==> config.mk <==
export PLATFORM = sky130hd
export DESIGN_NAME = sdram_arbiter_flat
export DESIGN_NICKNAME = d
export VERILOG_FILES = /design/src/rtl/sdram_arb_pkg.sv /design/src/rtl/sdram_arbiter_if.sv /design/src/rtl/sdram_arb_idfifo.sv /design/src/rtl/sdram_arbiter.sv /design/src/flat_wrapper.sv
export SDC_FILE = /design/constraint.sdc
export NUM_CORES = 1
export LEC_CHECK = 0
export ABC_AREA = 0
export CORE_UTILIZATION = 41
export CTS_CLUSTER_DIAMETER = 30
export CTS_CLUSTER_SIZE = 25
export DETAILED_ROUTE_END_ITERATION = 6
export PLACE_DENSITY = 0.86
export SLEW_MARGIN = 20
export SYNTH_ARGS = -nofsm -noshare
export SYNTH_HDL_FRONTEND = slang
export SYNTH_SLANG_ARGS = --single-unit
==> constraint.sdc <==
create_clock -name clk -period 6.54 [get_ports clk]
set_input_delay 1.308 -clock clk [delete_from_list [all_inputs] [get_ports clk]]
set_output_delay 1.308 -clock clk [all_outputs]
set_load 0.005 [all_outputs]
==> src/rtl/sdram_arb_pkg.sv <==
// rtl/sdram_arb_pkg.sv - shared constants and round-robin pick helper for the SDRAM arbiter
package sdram_arb_pkg;
  localparam int MAX_NREQ = 4;
  localparam int ID_W     = $clog2(MAX_NREQ);

  function automatic int outst_w(input int depth);
    return $clog2(depth) + 1;
  endfunction

  // Scans from the highest offset down so the first eligible slot at/after ptr wins.
  function automatic logic [MAX_NREQ-1:0] rr_pick(input logic [MAX_NREQ-1:0] valid_vec,
                                                  input logic [ID_W-1:0]     ptr,
                                                  input int                  n);
    logic [MAX_NREQ-1:0] grant;
    logic [ID_W-1:0]     sel;
    grant = '0;
    for (int k = MAX_NREQ - 1; k >= 0; k--) begin
      sel = ID_W'((int'(ptr) + k) % n);
      if (k < n && valid_vec[sel]) begin
        grant      = '0;
        grant[sel] = 1'b1;
      end
    end
    return grant;
  endfunction
endpackage

==> src/rtl/sdram_arbiter_if.sv <==
// rtl/sdram_arbiter_if.sv - requester and controller bus bundle for the SDRAM arbiter
interface sdram_arbiter_if #(
  parameter int NREQ   = 2,
  parameter int ADDR_W = 23,
  parameter int DATA_W = 32
);
  logic [NREQ-1:0]          req_valid;
  logic [NREQ-1:0]          req_ready;
  logic [NREQ-1:0]          req_we;
  logic [NREQ*ADDR_W-1:0]   req_addr;
  logic [NREQ*DATA_W-1:0]   req_wdata;
  logic [NREQ*DATA_W/8-1:0] req_wmask;
  logic [NREQ-1:0]          rsp_valid;
  logic [DATA_W-1:0]        rsp_rdata;
  logic                     mem_valid;
  logic                     mem_ready;
  logic                     mem_we;
  logic [ADDR_W-1:0]        mem_addr;
  logic [DATA_W-1:0]        mem_wdata;
  logic [DATA_W/8-1:0]      mem_wmask;
  logic                     mem_rvalid;
  logic [DATA_W-1:0]        mem_rdata;

  modport slave (
    input  req_valid, req_we, req_addr, req_wdata, req_wmask, mem_ready, mem_rvalid, mem_rdata,
    output req_ready, rsp_valid, rsp_rdata, mem_valid, mem_we, mem_addr, mem_wdata, mem_wmask
  );

  modport master (
    output req_valid, req_we, req_addr, req_wdata, req_wmask, mem_ready, mem_rvalid, mem_rdata,
    input  req_ready, rsp_valid, rsp_rdata, mem_valid, mem_we, mem_addr, mem_wdata, mem_wmask
  );
endinterface

==> src/rtl/sdram_arb_idfifo.sv <==
// rtl/sdram_arb_idfifo.sv - in-order requester-ID FIFO for outstanding reads
module sdram_arb_idfifo #(
  parameter int DEPTH = 4,
  parameter int W     = 2
) (
  input  logic                     clk,
  input  logic                     rst_n,
  input  logic                     push,
  input  logic                     pop,
  input  logic [W-1:0]             din,
  output logic [W-1:0]             dout,
  output logic [$clog2(DEPTH):0]   count
);
  localparam int PTR_W = $clog2(DEPTH);
  localparam int CNT_W = PTR_W + 1;

  logic [W-1:0]     mem_q [DEPTH];
  logic [W-1:0]     mem_d [DEPTH];
  logic [PTR_W-1:0] wr_ptr_q, wr_ptr_d, rd_ptr_q, rd_ptr_d;
  logic [CNT_W-1:0] count_q, count_d;

  // Power-of-two depth lets the pointers wrap by natural overflow.
  always_comb begin
    mem_d    = mem_q;
    wr_ptr_d = wr_ptr_q;
    rd_ptr_d = rd_ptr_q;
    count_d  = count_q;
    if (push) begin
      mem_d[wr_ptr_q] = din;
      wr_ptr_d        = wr_ptr_q + PTR_W'(1);
    end
    if (pop) begin
      rd_ptr_d = rd_ptr_q + PTR_W'(1);
    end
    if (push && !pop) begin
      count_d = count_q + CNT_W'(1);
    end else if (pop && !push) begin
      count_d = count_q - CNT_W'(1);
    end
  end

  always_ff @(posedge clk) begin
    if (!rst_n) begin
      for (int i = 0; i < DEPTH; i++) begin
        mem_q[i] <= '0;
      end
      wr_ptr_q <= '0;
      rd_ptr_q <= '0;
      count_q  <= '0;
    end else begin
      mem_q    <= mem_d;
      wr_ptr_q <= wr_ptr_d;
      rd_ptr_q <= rd_ptr_d;
      count_q  <= count_d;
    end
  end

  assign dout  = mem_q[rd_ptr_q];
  assign count = count_q;
endmodule

==> src/rtl/sdram_arbiter.sv <==
// rtl/sdram_arbiter.sv - round-robin sharing of one SDRAM controller port with in-order read return
module sdram_arbiter
  import sdram_arb_pkg::*;
#(
  parameter int NREQ      = 2,
  parameter int ADDR_W    = 23,
  parameter int DATA_W    = 32,
  parameter int MAX_OUTST = 4
) (
  input  logic                       clk,
  input  logic                       rst_n,
  sdram_arbiter_if.slave             bus,
  output logic [$clog2(MAX_OUTST):0] outst,
  output logic                       err_unexp
);
  localparam int OUTST_W = outst_w(MAX_OUTST);
  localparam int MW      = DATA_W / 8;

  logic [NREQ-1:0]     elig, grant;
  logic [MAX_NREQ-1:0] elig_pad, pick;
  logic                slot_free, fifo_room, accept, push, pop;
  logic [ID_W-1:0]     win, fifo_dout;
  logic [OUTST_W-1:0]  fifo_count;

  logic                mem_valid_q, mem_valid_d, mem_we_q, mem_we_d;
  logic [ADDR_W-1:0]   mem_addr_q, mem_addr_d;
  logic [DATA_W-1:0]   mem_wdata_q, mem_wdata_d;
  logic [MW-1:0]       mem_wmask_q, mem_wmask_d;
  logic [ID_W-1:0]     rr_ptr_q, rr_ptr_d;
  logic [NREQ-1:0]     rsp_valid_q, rsp_valid_d;
  logic [DATA_W-1:0]   rsp_rdata_q, rsp_rdata_d;
  logic                err_unexp_q, err_unexp_d;

  // A response popping this cycle frees a slot for a read accepted in the same cycle.
  always_comb begin
    slot_free = !mem_valid_q || bus.mem_ready;
    pop       = bus.mem_rvalid && (fifo_count != '0);
    fifo_room = (fifo_count < OUTST_W'(MAX_OUTST)) || bus.mem_rvalid;
    elig      = bus.req_valid & (bus.req_we | {NREQ{fifo_room}});
    elig_pad  = '0;
    elig_pad[NREQ-1:0] = elig;
    pick      = rr_pick(elig_pad, rr_ptr_q, NREQ);
    grant     = slot_free ? pick[NREQ-1:0] : '0;
    accept    = slot_free && (|pick);
    win       = '0;
    push      = 1'b0;
    for (int i = 0; i < NREQ; i++) begin
      if (grant[i]) begin
        win  = ID_W'(i);
        push = !bus.req_we[i];
      end
    end
  end

  always_comb begin
    mem_valid_d = mem_valid_q;
    mem_we_d    = mem_we_q;
    mem_addr_d  = mem_addr_q;
    mem_wdata_d = mem_wdata_q;
    mem_wmask_d = mem_wmask_q;
    rr_ptr_d    = rr_ptr_q;
    if (accept) begin
      mem_valid_d = 1'b1;
      rr_ptr_d    = ID_W'((int'(win) + 1) % NREQ);
      for (int i = 0; i < NREQ; i++) begin
        if (grant[i]) begin
          mem_we_d    = bus.req_we[i];
          mem_addr_d  = bus.req_addr[i*ADDR_W +: ADDR_W];
          mem_wdata_d = bus.req_wdata[i*DATA_W +: DATA_W];
          mem_wmask_d = bus.req_wmask[i*MW +: MW];
        end
      end
    end else if (bus.mem_ready) begin
      mem_valid_d = 1'b0;
    end
  end

  always_comb begin
    rsp_valid_d = '0;
    rsp_rdata_d = rsp_rdata_q;
    err_unexp_d = err_unexp_q || (bus.mem_rvalid && fifo_count == '0);
    if (pop) begin
      rsp_rdata_d = bus.mem_rdata;
      for (int i = 0; i < NREQ; i++) begin
        if (fifo_dout == ID_W'(i)) begin
          rsp_valid_d[i] = 1'b1;
        end
      end
    end
  end

  always_ff @(posedge clk) begin
    if (!rst_n) begin
      mem_valid_q <= 1'b0;
      mem_we_q    <= 1'b0;
      mem_addr_q  <= '0;
      mem_wdata_q <= '0;
      mem_wmask_q <= '0;
      rr_ptr_q    <= '0;
      rsp_valid_q <= '0;
      rsp_rdata_q <= '0;
      err_unexp_q <= 1'b0;
    end else begin
      mem_valid_q <= mem_valid_d;
      mem_we_q    <= mem_we_d;
      mem_addr_q  <= mem_addr_d;
      mem_wdata_q <= mem_wdata_d;
      mem_wmask_q <= mem_wmask_d;
      rr_ptr_q    <= rr_ptr_d;
      rsp_valid_q <= rsp_valid_d;
      rsp_rdata_q <= rsp_rdata_d;
      err_unexp_q <= err_unexp_d;
    end
  end

  sdram_arb_idfifo #(.DEPTH(MAX_OUTST), .W(ID_W)) u_idfifo (
    .clk   (clk),
    .rst_n (rst_n),
    .push  (push),
    .pop   (pop),
    .din   (win),
    .dout  (fifo_dout),
    .count (fifo_count)
  );

  assign bus.req_ready = grant;
  assign bus.mem_valid = mem_valid_q;
  assign bus.mem_we    = mem_we_q;
  assign bus.mem_addr  = mem_addr_q;
  assign bus.mem_wdata = mem_wdata_q;
  assign bus.mem_wmask = mem_wmask_q;
  assign bus.rsp_valid = rsp_valid_q;
  assign bus.rsp_rdata = rsp_rdata_q;
  assign outst         = fifo_count;
  assign err_unexp     = err_unexp_q;
endmodule

==> src/flat_wrapper.sv <==
// flat-port wrapper written by rule: the top's interface ports become plain ports
module sdram_arbiter_flat import sdram_arb_pkg::*;
#(
  parameter int NREQ      = 2,
  parameter int ADDR_W    = 23,
  parameter int DATA_W    = 32,
  parameter int MAX_OUTST = 4
)
  (clk, rst_n, outst, err_unexp, bus_req_valid, bus_req_we, bus_req_addr, bus_req_wdata, bus_req_wmask, bus_mem_ready, bus_mem_rvalid, bus_mem_rdata, bus_req_ready, bus_rsp_valid, bus_rsp_rdata, bus_mem_valid, bus_mem_we, bus_mem_addr, bus_mem_wdata, bus_mem_wmask);
  sdram_arbiter_if #(.NREQ(NREQ), .ADDR_W(ADDR_W), .DATA_W(DATA_W)) bus_i ();
  input  logic clk;
  input  logic rst_n;
  output logic [$clog2(MAX_OUTST):0] outst;
  output logic err_unexp;
  input wire logic [$bits(bus_i.req_valid)-1:0] bus_req_valid;
  input wire logic [$bits(bus_i.req_we)-1:0] bus_req_we;
  input wire logic [$bits(bus_i.req_addr)-1:0] bus_req_addr;
  input wire logic [$bits(bus_i.req_wdata)-1:0] bus_req_wdata;
  input wire logic [$bits(bus_i.req_wmask)-1:0] bus_req_wmask;
  input wire logic [$bits(bus_i.mem_ready)-1:0] bus_mem_ready;
  input wire logic [$bits(bus_i.mem_rvalid)-1:0] bus_mem_rvalid;
  input wire logic [$bits(bus_i.mem_rdata)-1:0] bus_mem_rdata;
  output wire logic [$bits(bus_i.req_ready)-1:0] bus_req_ready;
  output wire logic [$bits(bus_i.rsp_valid)-1:0] bus_rsp_valid;
  output wire logic [$bits(bus_i.rsp_rdata)-1:0] bus_rsp_rdata;
  output wire logic [$bits(bus_i.mem_valid)-1:0] bus_mem_valid;
  output wire logic [$bits(bus_i.mem_we)-1:0] bus_mem_we;
  output wire logic [$bits(bus_i.mem_addr)-1:0] bus_mem_addr;
  output wire logic [$bits(bus_i.mem_wdata)-1:0] bus_mem_wdata;
  output wire logic [$bits(bus_i.mem_wmask)-1:0] bus_mem_wmask;
  assign bus_i.req_valid = bus_req_valid;
  assign bus_i.req_we = bus_req_we;
  assign bus_i.req_addr = bus_req_addr;
  assign bus_i.req_wdata = bus_req_wdata;
  assign bus_i.req_wmask = bus_req_wmask;
  assign bus_i.mem_ready = bus_mem_ready;
  assign bus_i.mem_rvalid = bus_mem_rvalid;
  assign bus_i.mem_rdata = bus_mem_rdata;
  assign bus_req_ready = bus_i.req_ready;
  assign bus_rsp_valid = bus_i.rsp_valid;
  assign bus_rsp_rdata = bus_i.rsp_rdata;
  assign bus_mem_valid = bus_i.mem_valid;
  assign bus_mem_we = bus_i.mem_we;
  assign bus_mem_addr = bus_i.mem_addr;
  assign bus_mem_wdata = bus_i.mem_wdata;
  assign bus_mem_wmask = bus_i.mem_wmask;
  sdram_arbiter #(.NREQ(NREQ), .ADDR_W(ADDR_W), .DATA_W(DATA_W), .MAX_OUTST(MAX_OUTST)) u_core (.clk(clk), .rst_n(rst_n), .bus(bus_i), .outst(outst), .err_unexp(err_unexp));
endmodule
==> results.md, run 1 <==
Floorplan:
- The die is 106 um tall.
- The initialized floorplan defines 37 standard-cell rows.
- The overall die width is 106 um.
- The floorplan step defined a die boundary enclosing 0.0112 mm2.
- The placeable core area is 0.0104 mm2.
- Once the floorplan was initialized, standard cells occupied 42.5% of the core.
- The total I/O pin count is 259.

Setup path:
- The worst setup path is captured at a primary output.
- The worst setup path is of the primary input to primary output kind.
- At the worst endpoint, the required time is 5.23 ns.
- The maximum fanout along the worst path is 6.
- STA classifies the critical path startpoint as a primary input.
- The number of cell instances on the worst register-to-register path is 9.
- The launch instance of the worst register-to-register path is u_core.u_idfifo.count[0].
- Across all register-to-register paths, the minimum setup slack is 3.22 ns.
- The worst reg2reg path endpoint is u_core.u_idfifo.count[2].
- STA puts the critical path data arrival time at 3.42 ns.

STA:
- In this run the tightest slew margin relative to its limit is 39.7%.
- The final critical-path share of the clock period is 72.3%.
- The final critical delay including setup and external delays is 4.73 ns.
- The final count of pins violating max slew is 0.
- The number of hold violations in the final report is 0.
- Setup repair after global routing left no endpoint under its margin.
- The fmax is 0.212 GHz.
- The accumulated negative setup slack is 0 ns.
- Setup violations remaining at the end of the flow were counted as 0.
- The clock skew after layout is 0.0193 ns.
- The worst-margin pin slew is 0.900 ns.

Logic synthesis:
- The register bit total from synthesis is 108.
- In the post-synthesis netlist, the biggest area contributors are dfxtp_1 49%, a221o_1 13%, nand2_1 11%.
- The largest total area in the synthesized netlist belongs to dfxtp_1.
- The top cell type's share of synthesized area is 49.0%.
- Of the total synthesized cell area, the portion taken by full adders, half adders and majority gates is 1.87%.
- The number of distinct standard cells referenced by the synthesized netlist is 37.
- After synthesis, the share of cell area in mux cells is 0.965%.
- The dominant synthesized flop cell is dfxtp_1.
- After synthesis, the largest family of logic cells by area is simple AND/OR/NAND/NOR gates.
- Counting flops with a built-in enable in the synthesized netlist gives 0.
- Synthesis produced a netlist whose cell count is 502.
- The mean instance size in the synthesized netlist is 8.78 um2.
- The synthesized-area fraction occupied by and/or/nand/nor cells is 21.7%.
- Yosys printed 0 warnings.
- Sequential cells were found to cover 49.0% of the synthesized design area.
- The cell area after technology mapping is 0.00441 mm2.
- The post-synthesis async set-or-reset flop share is 0%.
- The xor/xnor cell area share of the yosys netlist is 0.795%.
- When the netlist entered floorplanning its net count stood at 666.
- The post-synthesis compound-gate area fraction is 20.5%.

CTS:
- TritonCTS built the clock tree.
- Clock-pin slew was measured on the worst setup and hold paths at 0.12 ns.
- The number of buffers created by CTS is 9.
- The maximum number of buffers from clock root to sink is 2.
- The clock net sink count is 108.
- The post-CTS repair timing setup buffer count is 0.
- The clock network latency to the later pin of the worst-skew pair is 0.37 ns.
- After clock tree synthesis, the repair step resized 0 gates.
- The H-tree was split into 3 levels.
- The root buffer cell chosen for the clock tree is clkbuf_8.
- The number of hold buffers added after CTS was 0.

Route:
- After detailed routing, the number of remaining DRC violations is 0.
- Summed over all layers, the routed wires come to 15.6 mm.
- The detailed-routing iteration count for the pre-antenna-repair pass is 7.
- The count of vias placed by the detailed router is 4,828.
- The ratio of routed vias to standard cells is 5.52.
- The initial DRC count is 425.
- The count of nets left with antenna violations once routing finished came out at 0.
- In the final routed layout, each cell accounts on average for 17.8 um.

Global routing:
- In the global route stage, overall resource usage came out at 26.9%.
- For this run the aggregate overflow at the end of global routing stands at 0.
- The via count of the first global-routing pass was 4,626.
- Entering global routing, the biggest net connects 67 pins.
- The first global-routing pass estimated 24.2 mm of wire.
- The number of antenna violations at the first check in global routing came to 0.

Power and ir drop:
- VDD sags by at most 0.282 mV.
- The power density over the cells is 269 mW/mm2.
- The leakage power total is 2.63 nW.

Placement:
- After detailed placement, the design holds a cell count of 858.
- The cell area reported after detailed placement is 0.00702 mm2.
- The number of I/O port buffers is 258.
- The weighted congestion at the end of routability-driven global placement is 0.866.
- After legalization and detailed placement, the total HPWL measured 11.1 mm.

Final layout:
- Cells with a size suffix above 1 make up 3.93% of the layout.
- The signed area change from the synthesized netlist to the final layout is 64.0%.
- At the end of the flow the core is filled with cells to 69.7%.
- The finished layout holds 874 standard cells, fillers aside.
- The most common library cell in the layout ignoring fill and taps is clkdlybuf4s50_1.
- At the end of the flow, the number of nets in the layout was 897.
- 0 antenna diodes ended up in the layout.
- After routing the design area is 0.00723 mm2.
- The top cell types in the final layout, fill and taps aside, are 257 x clkdlybuf4s50_1, 128 x nand2_1, 108 x dfxtp_1.

Min path:
- In this run the most critical hold path is launched from u_core.bus.rsp_rdata[17].
- The worst hold path passes through 2 cells.
- The tightest min-delay check is of the flip-flop to flip-flop type.
- The hold path endpoint is u_core.bus.rsp_rdata[17].

Flow run:
- Max-cap violations in this run came to 0.

Outcome:
- The flow ran to the end, and the final reports show no timing, DRC or antenna violations.
## critical path: stages
cell,delay (ns)
clkdlybuf4s50_1,0.52
or3b_1,0.51
and3_2,0.27
a21boi_0,0.26
clkdlybuf4s50_1,0.55
## cell type report
type | instances | area (um2)
fill | 810 | 3140
timing repair buffer | 264 | 2620
sequential | 108 | 2160
multi-input combinational | 343 | 2030
tap | 136 | 170
clock buffer | 10 | 138
clock inverter | 6 | 77.6
inverter | 7 | 26.3
## cells by family (layout without fill, tap and decap cells)
| group | after synthesis | count (layout) |
|---|---|---|
| AOI/OAI and AO/OA | 111 | 111 |
| and+or+nand+nor | 219 | 219 |
| adders and majority gates | 6 | 6 |
| xor gates and xnor gates | 4 | 4 |
| buffers and inverters | 51 | 287 |
| muxes | 3 | 3 |
| DFF | 108 | 108 |
## per-stage QoR
| step | worst slack [ns] | hold WS, ns | power (mW) |
|---|---|---|---|
| after floorplan | 2.76 | 0.453 | 1.14 |
| after global placement | 1.93 | 0.441 | 1.48 |
| after detailed placement | 1.80 | 0.449 | 1.51 |
| after CTS | 1.86 | 0.465 | 1.95 |
| after global routing | 1.78 | 0.481 | 2.04 |
| final | 1.81 | 0.464 | 1.94 |
## cell usage after synthesis, types with 4 or more instances
master and instances:
nand2_1 128, dfxtp_1 108, nor3_1 64, a221o_1 59, a21oi_1 36, clkbuf_1 24, buf_2 13, nor2_1 8
nand3_1 7, a32o_1 5, ha_1 5, inv_1 5, o21ai_0 4
## metal layers
metal	global-route usage (%)	vias up	share of wire, %
met2	47.4	229	51
li1	-	2273	-
met4	8.23	0	2.2
met3	5.75	27	7.5
met1	32.6	2299	39
met5	0	-	0
## worst max-delay path by stage
stage	start	endpoint	slack, ns	cells after the start
CTS	bus_mem_rvalid	bus_req_ready[0]	1.86	5
floorplan	bus_mem_rvalid	bus_req_ready[0]	2.76	5
global placement	bus_mem_rvalid	bus_req_ready[0]	1.93	5
finish	bus_mem_rvalid	bus_req_ready[0]	1.81	5
global route	bus_mem_rvalid	bus_req_ready[0]	1.78	5
detailed placement	bus_mem_rvalid	u_core.u_idfifo.count[2]	1.80	10
## where the power goes
group          leakage, nW  switching [mW]  internal, mW
Combinational         1.64           0.308         0.366
Sequential           0.888          0.0689         0.761
Clock                0.107           0.245         0.196
## flip-flops by register name, indices dropped and copies added (netlist names), 2 cells and up
register,count
u_core.bus.rsp_rdata,32
u_core.u_idfifo.rd_ptr_q,2
u_core.bus.mem_addr,23
u_core.u_idfifo.wr_ptr_q,2
u_core.bus.rsp_valid,2
u_core.bus.mem_wdata,32
u_core.bus.mem_wmask,4
u_core.u_idfifo.mem_q,4
u_core.u_idfifo.count,3
Note: power is estimated with default switching activity, not from simulation.
==> inputs of run 2 (changes only) <==
--- a/config.mk
+++ b/config.mk
@@ -6,11 +6,11 @@
 export NUM_CORES = 1
 export LEC_CHECK = 0
 export ABC_AREA = 0
-export CORE_UTILIZATION = 41
+export CORE_UTILIZATION = 34
 export CTS_CLUSTER_DIAMETER = 30
 export CTS_CLUSTER_SIZE = 25
 export DETAILED_ROUTE_END_ITERATION = 6
-export PLACE_DENSITY = 0.86
+export PLACE_DENSITY = 0.76
 export SLEW_MARGIN = 20
 export SYNTH_ARGS = -nofsm -noshare
 export SYNTH_HDL_FRONTEND = slang
==> constraint.sdc (replaced) <==
create_clock -name clk -period 3.9 [get_ports clk]
set_input_delay 0.78 -clock clk [delete_from_list [all_inputs] [get_ports clk]]
set_output_delay 0.78 -clock clk [all_outputs]
set_load 0.005 [all_outputs]
==> run 2 against run 1 <==
Worst hold slack got worse by 0.0079 ns. Total power increased by 78%. First-iteration DRC count is 16% lower. Worst setup slack worse by 1.5 ns. Global-route usage fell by 5.1 points. Sequential power up 67%. Cell area rose by 2.2%. Die area up 20%. Combinational power is 66% higher. Critical path type unchanged. Largest power group unchanged.
==> results.md, run 2 (synthesized netlist as in run 1, its figures left out) <==
Outcome:
- The run finished with clean final reports.

CTS:
- The number of buffers inserted by hold repair at cts is 0 (unchanged).
- The CTS root buffer is clkbuf_16.
- The post-CTS repair timing setup buffer count was 0 (unchanged).
- The total number of H-tree levels is 3 (unchanged).
- The clock net sink count was 108 (unchanged).
- The number of buffers created by CTS is 9 (unchanged).
- The clock network latency to the later pin of the worst-skew pair is 0.36 ns (about the same).
- TritonCTS built the clock tree.
- The clock edge transition at the registers on the reported setup and hold paths is 0.07 ns (-0.05 ns).
- The number of resized instances in the post-cts repair step is 0 (unchanged).
- The maximum number of buffers from clock root to sink came to 2 (unchanged).

Placement:
- The pre-CTS worst setup slack is 0.333 ns (-1.47 ns).
- The weighted congestion at the end of routability-driven global placement is 0.877 (+1.3%).
- The number of I/O port buffers was 258 (unchanged).
- The detailed placement HPWL is 10.4 mm (-5.9%).

STA:
- The relative slew slack was 48.3% (+8.7 points).
- The clock skew after layout is 0.00589 ns (-0.0134 ns).
- The accumulated negative setup slack is 0 ns (unchanged).
- The number of failing setup endpoints in the final timing report was 0 (unchanged).
- The smallest setup slack after layout is 0.313 ns (-1.50 ns).
- The worst-margin pin slew came to 0.768 ns (-0.131 ns).
- Dividing the final minimum period by the clock period gives 92.0%.
- The final count of pins violating max slew is 0 (unchanged).
- The final critical delay including setup and external delays is 3.59 ns.
- Setup repair after global routing left no endpoint under its margin.
- The number of hold violations in the final report is 0 (unchanged).
- Timing would allow up to 0.279 GHz.
- The worst hold slack came to 0.456 ns (-0.00795 ns).

Setup path:
- The data arrival time at the worst-slack endpoint was 2.81 ns (-0.61 ns).
- The critical path's largest stage delay is 0.56 ns (about the same).
- The launch instance of the worst register-to-register path is u_core.rr_ptr_q[0].
- The worst setup path is captured at a primary output.
- STA classifies the critical path startpoint as a primary input.
- In this design, the largest share of critical-path delay is due to buffers and inverters.
- The most frequent cell on the critical path is clkdlybuf4s50_1.
- Traced cell by cell, the critical path runs through clkdlybuf4s50_1 > or3b_1 > and3_2 > a21boi_0 > clkdlybuf4s50_1.
- The category of the most critical setup path is primary input to primary output.
- The critical path buffer and inverter count is 2 (unchanged).
- The maximum fanout along the worst path is 6 (unchanged).
- The startpoint of the worst setup timing path is bus_mem_rvalid.
- The critical path's slowest cell is clkdlybuf4s50_1.
- The data required time at the worst endpoint is 3.12 ns (-2.11 ns).

Floorplan:
- The number of placement rows is 41 (+11%).
- The die height is 116 um (+9.6%).
- The placeable core area came to 0.0126 mm2 (+22%).
- The die area is 0.0134 mm2 (+20%).
- The overall die width is 116 um (+9.6%).
- The effective utilization at floorplan came to 34.9% (-7.6 points).
- The total I/O pin count came to 259 (unchanged).

Final layout:
- The fraction of final layout cells sized beyond drive strength 1 is 4.06% (+0.13 points).
- The number of diodes was 0 (unchanged).
- The fill cell instance count of the final layout is 1,098 (+36%).
- In the layout the commonest cells are 257 x clkdlybuf4s50_1, 128 x nand2_1, 108 x dfxtp_1.
- The final layout net count is 898 (+0.11%).
- The final cell utilization of the core is 58.6% (-11 points).
- The area growth from synthesis to layout is 67.6%.
- The library cell used most frequently in the layout, excluding fill and tap cells, is clkdlybuf4s50_1.

Power and ir drop:
- The power density over the cells is 469 mW/mm2 (+74%).
- The internal portion of total power is 2.40 mW (+82%).
- The leakage power total came to 2.68 nW (+1.8%).
- The power consumption is 3.47 mW (+78%).
- The switching power was 1.06 mW (+71%).
- The part of the power in the clock network is 27.5% (+4.8 points).
- The worst voltage drop across the vdd grid is 0.367 mV (+30%).
- The switching share of power is 30.6% (-1.3 points).
- The power share of the sequential group was 40.2% (-2.5 points).
- The combinational share of power is 32.3% (-2.3 points).

Route:
- The initial DRC count came to 355 (-16%).
- The count of vias placed by the detailed router is 4,703 (-2.6%).
- The ratio of routed vias to standard cells is 5.16 (-6.5%).
- The mean routed wirelength per cell was 16.5 um (-7.3%).
- The overall routed net length is 15.0 mm (-3.4%).
- The remaining antenna violation count is 0 (unchanged).
- The detailed-routing iteration count for the pre-antenna-repair pass is 4 (-3).
- The detailed-route DRC error count is 0 (unchanged).

Global routing:
- The via count of the first global-routing pass is 4,499 (-2.7%).
- The maximum number of pins on one net before global-route repair was 65 (-3.0%).
- The total routing resource utilization after global routing is 21.8% (-5.1 points).
- The number of antenna violations at the first check in global routing was 0 (unchanged).
- The wire length of the first global-routing pass is 22.8 mm (-5.8%).
- The total overflow reported by the global router is 0 (unchanged).

Min path:
- The path class of the tightest hold or removal check is flip-flop to flip-flop.
- The startpoint identified for the worst hold timing path is u_core.bus.rsp_rdata[7].

Flow run:
- The reported max-cap violation count came to 0 (unchanged).
## run 2: area by class of cell
class	count	area, um2	share of cell area, %
sequential	108	2160	29.3
clock inverter	7	83.8	1.13
clock buffer	9	225	3.05
timing repair buffer	265	2640	35.8
tap	172	215	2.91
multi-input combinational	343	2030	27.5
inverter	7	26.3	0.356
## run 2: stage by stage
step                      std cells  cell area (um2)
after floorplan                 502             4410
after global placement          895             7080
after detailed placement        895             7080
after CTS                       911             7390
after global routing            911             7390
final                           911             7390
## run 2: power by group through the flow
stage,logic (mW),clock network (mW),registers [mW]
2_1_floorplan,0.501,0,1.41
3_3_place_gp,1.10,0,1.41
3_5_place_dp,1.12,0,1.42
4_1_cts,1.13,0.977,1.39
5_1_grt,1.22,1.03,1.42
6_report,1.12,0.954,1.39
## run 2: per-layer routing
| metal | up-vias | GRT usage (%) | part of all wire, % |
|---|---|---|---|
| li1 | 2274 | - | - |
| met1 | 2206 | 25.4 | 39 |
| met2 | 197 | 37.2 | 50 |
| met3 | 26 | 6.43 | 8.6 |
| met4 | 0 | 9.06 | 2.2 |
| met5 | - | 0 | 0 |
## run 2: path summary, 6_finish.rpt
check | end | slack, ns | depth (start not counted)
setup / recovery | bus_req_ready[0] | 0.31 | 5
hold / removal | u_core.bus.rsp_rdata[7] | 0.46 | 2
setup reg to reg | u_core.u_idfifo.count[2] | 1.70 | 9
hold reg to reg | u_core.bus.rsp_rdata[7] | 0.46 | 2
## run 2: tightest hold or removal path, cell delays in order (launching register included)
cell     delay, ns
dfxtp_1       0.31
nand2_1       0.05
a21oi_1       0.05
==> inputs of run 3 (changes only) <==
--- a/config.mk
+++ b/config.mk
@@ -8,7 +8,7 @@
 export ABC_AREA = 0
 export CORE_UTILIZATION = 34
 export CTS_CLUSTER_DIAMETER = 30
-export CTS_CLUSTER_SIZE = 25
+export CTS_CLUSTER_SIZE = 8
 export DETAILED_ROUTE_END_ITERATION = 6
 export PLACE_DENSITY = 0.76
 export SLEW_MARGIN = 20
==> constraint.sdc (replaced) <==
create_clock -name clk -period 3.9 [get_ports clk]
set_input_delay 0.585 -clock clk [delete_from_list [all_inputs] [get_ports clk]]
set_output_delay 0.585 -clock clk [all_outputs]
set_load 0.005 [all_outputs]
==> run 3 against run 2 <==
Sequential share of layout area up 0.16 points. Via count up 1.4%. Cell area down 0.54%. First-iteration DRC count down 24%. Core utilization down 0.32 points. Sequential cell count unchanged. Critical path depth unchanged. Global-route usage down 0.15 points. Fmax up 13%. Routed wire length up 0.71%. Largest power group unchanged. Largest cell class unchanged.
==> results.md, run 3 (synthesized netlist as in run 1, its figures left out) <==
STA:
- The accumulated negative setup slack came to 0 ns (unchanged).
- The clock skew after layout is 0.0112 ns (+0.00535 ns).
- The fmax came to 0.316 GHz (+13%).
- The final critical-path share of the clock period was 81.1% (-11 points).
- The relative slew slack is 46.9% (-1.5 points).
- Setup repair after global routing left no endpoint under its margin.
- The final count of pins violating max slew is 0 (unchanged).
- The worst-margin pin slew is 0.790 ns (+0.0217 ns).
- The number of failing setup endpoints in the final timing report is 0 (unchanged).
- The final critical delay including setup and external delays is 3.16 ns (-0.424 ns).
- The number of hold violations in the final report is 0 (unchanged).

CTS:
- The number of buffers created by CTS came to 9 (unchanged).
- The total number of H-tree levels is 3 (unchanged).
- The clock net sink count was 108 (unchanged).
- The post-CTS repair timing setup buffer count is 0 (unchanged).
- The CTS root buffer is clkbuf_16.
- The number of resized instances in the post-cts repair step was 0 (unchanged).
- The maximum number of buffers from clock root to sink is 2 (unchanged).
- The clock network latency to the later pin of the worst-skew pair came to 0.35 ns (about the same).
- The number of buffers inserted by hold repair at cts was 0 (unchanged).
- The clock edge transition at the registers on the reported setup and hold paths is 0.08 ns (about the same).
- TritonCTS built the clock tree.

Final layout:
- The multi-input gate area in the final layout is 0.00203 mm2 (unchanged).
- The final cell utilization of the core is 58.2% (-0.32 points).
- The fraction of final layout cells sized beyond drive strength 1 is 4.06% (unchanged).
- The signed area change from the synthesized netlist to the final layout is 66.7%.
- The final layout net count is 898 (unchanged).
- The fill cell instance count of the final layout is 1,136 (+3.5%).
- The number of diodes is 0 (unchanged).
- The register area is 0.00216 mm2 (unchanged).
- Leaving out fill and tap cells, the most frequent cells in the layout are 257 x clkdlybuf4s50_1, 128 x nand2_1, 108 x dfxtp_1.
- The most common library cell in the layout ignoring fill and taps is clkdlybuf4s50_1.

Global routing:
- The wire length of the first global-routing pass is 22.8 mm (-0.18%).
- The maximum number of pins on one net before global-route repair is 62 (-4.6%).
- The total routing resource utilization after global routing was 21.6% (-0.15 points).
- The number of antenna violations at the first check in global routing was 0 (unchanged).
- The total overflow reported by the global router was 0 (unchanged).
- The via count of the first global-routing pass is 4,586 (+1.9%).

Floorplan:
- The number of placement rows was 41 (unchanged).
- The effective utilization at floorplan is 34.9% (unchanged).
- The overall die width is 116 um (unchanged).
- The die area is 0.0134 mm2 (unchanged).
- The die height is 116 um (unchanged).
- The total I/O pin count was 259 (unchanged).
- The placeable core area was 0.0126 mm2 (unchanged).

Placement:
- The detailed placement HPWL came to 10.6 mm (+1.7%).
- The weighted congestion at the end of routability-driven global placement is 0.853 (-2.7%).
- The number of I/O port buffers is 258 (unchanged).

Route:
- The initial DRC count is 270 (-24%).
- The count of vias placed by the detailed router came to 4,770 (+1.4%).
- The overall routed net length is 15.1 mm (+0.71%).
- The detailed-route DRC error count came to 0 (unchanged).
- The detailed-routing iteration count for the pre-antenna-repair pass is 5 (+1).
- The mean routed wirelength per cell is 16.6 um (+0.71%).
- The remaining antenna violation count was 0 (unchanged).
- The ratio of routed vias to standard cells is 5.24 (+1.4%).

Power and ir drop:
- The worst voltage drop across the vdd grid is 0.491 mV (+34%).
- The switching share of power is 31.1% (+0.51 points).
- The internal portion of total power is 2.34 mW (-2.9%).
- The power density over the cells came to 461 mW/mm2 (-1.6%).
- The leakage power total is 2.66 nW (-0.55%).
- The combinational share of power is 33.0% (+0.7 points).
- The part of the power in the clock network came to 25.9% (-1.6 points).
- The switching power is 1.06 mW (-0.53%).
- The power share of the sequential group is 41.0% (+0.8 points).

Setup path:
- The category of the worst setup path capture point is a primary output.
- The worst-case register-to-register setup slack was 1.69 ns (about the same).
- STA classifies the critical path startpoint as a primary input.
- The data required time at the worst endpoint came to 3.31 ns (+0.19 ns).
- The category of the most critical setup path is primary input to primary output.
- The maximum fanout along the worst path came to 6 (unchanged).
- The data arrival time at the worst-slack endpoint came to 2.58 ns (-0.23 ns).

Flow run:
- The reported max-cap violation count is 0 (unchanged).

Outcome:
- The flow ran to the end, and the final reports show no timing, DRC or antenna violations.

Min path:
- The kind of path behind the tightest hold check is flip-flop to flip-flop.
run 3: routing by layer:
metal | wire length (um) | share of wire, % | GRT usage, %
met1 | 5930 | 39 | 24.3
met2 | 7450 | 49 | 37.3
met3 | 1340 | 8.8 | 6.33
met4 | 423 | 2.8 | 10.8
met5 | 0 | 0 | 0
run 3: worst paths after layout:
path	to	startpoint	cells past startpoint
setup / recovery	bus_req_ready[0]	bus_mem_rvalid	5
hold / removal	u_core.bus.rsp_rdata[8]	u_core.bus.rsp_rdata[8]	2
setup reg to reg	u_core.bus.mem_addr[20]	u_core.u_idfifo.count[2]	4
hold reg to reg	u_core.bus.rsp_rdata[8]	u_core.bus.rsp_rdata[8]	2
run 3: power groups by stage:
stage	registers [mW]	logic (mW)	clock network (mW)
floorplan	1.41	0.501	0
global placement	1.41	1.09	0
detailed placement	1.41	1.12	0
CTS	1.39	1.12	0.906
global route	1.41	1.22	0.945
finish	1.39	1.12	0.879
run 3: through the flow:
| step | hold WS, ns | std cells | instance area (um2) | setup WS, ns | power [mW] |
|---|---|---|---|---|---|
| CTS | 0.458 | 911 | 7350 | 0.737 | 3.42 |
| finish | 0.455 | 911 | 7350 | 0.738 | 3.39 |
| detailed placement | 0.447 | 895 | 7070 | 0.741 | 2.53 |
| floorplan | 0.453 | 502 | 4410 | 1.38 | 1.91 |
| global route | 0.474 | 911 | 7350 | 0.639 | 3.58 |
| global placement | 0.442 | 895 | 7070 | 0.770 | 2.50 |
run 3: cell type report:
class	count	share of cell area, %
timing repair buffer	265	35.8
sequential	108	29.4
multi-input combinational	343	27.7
clock buffer	9	3.06
tap	172	2.93
clock inverter	7	0.766
inverter	7	0.358
run 3: worst max-delay path, stage by stage:
cell and delay, ns:
clkdlybuf4s50_1 0.49, or3b_1 0.51, and3_2 0.26, a21boi_0 0.17, clkdlybuf4s50_1 0.57
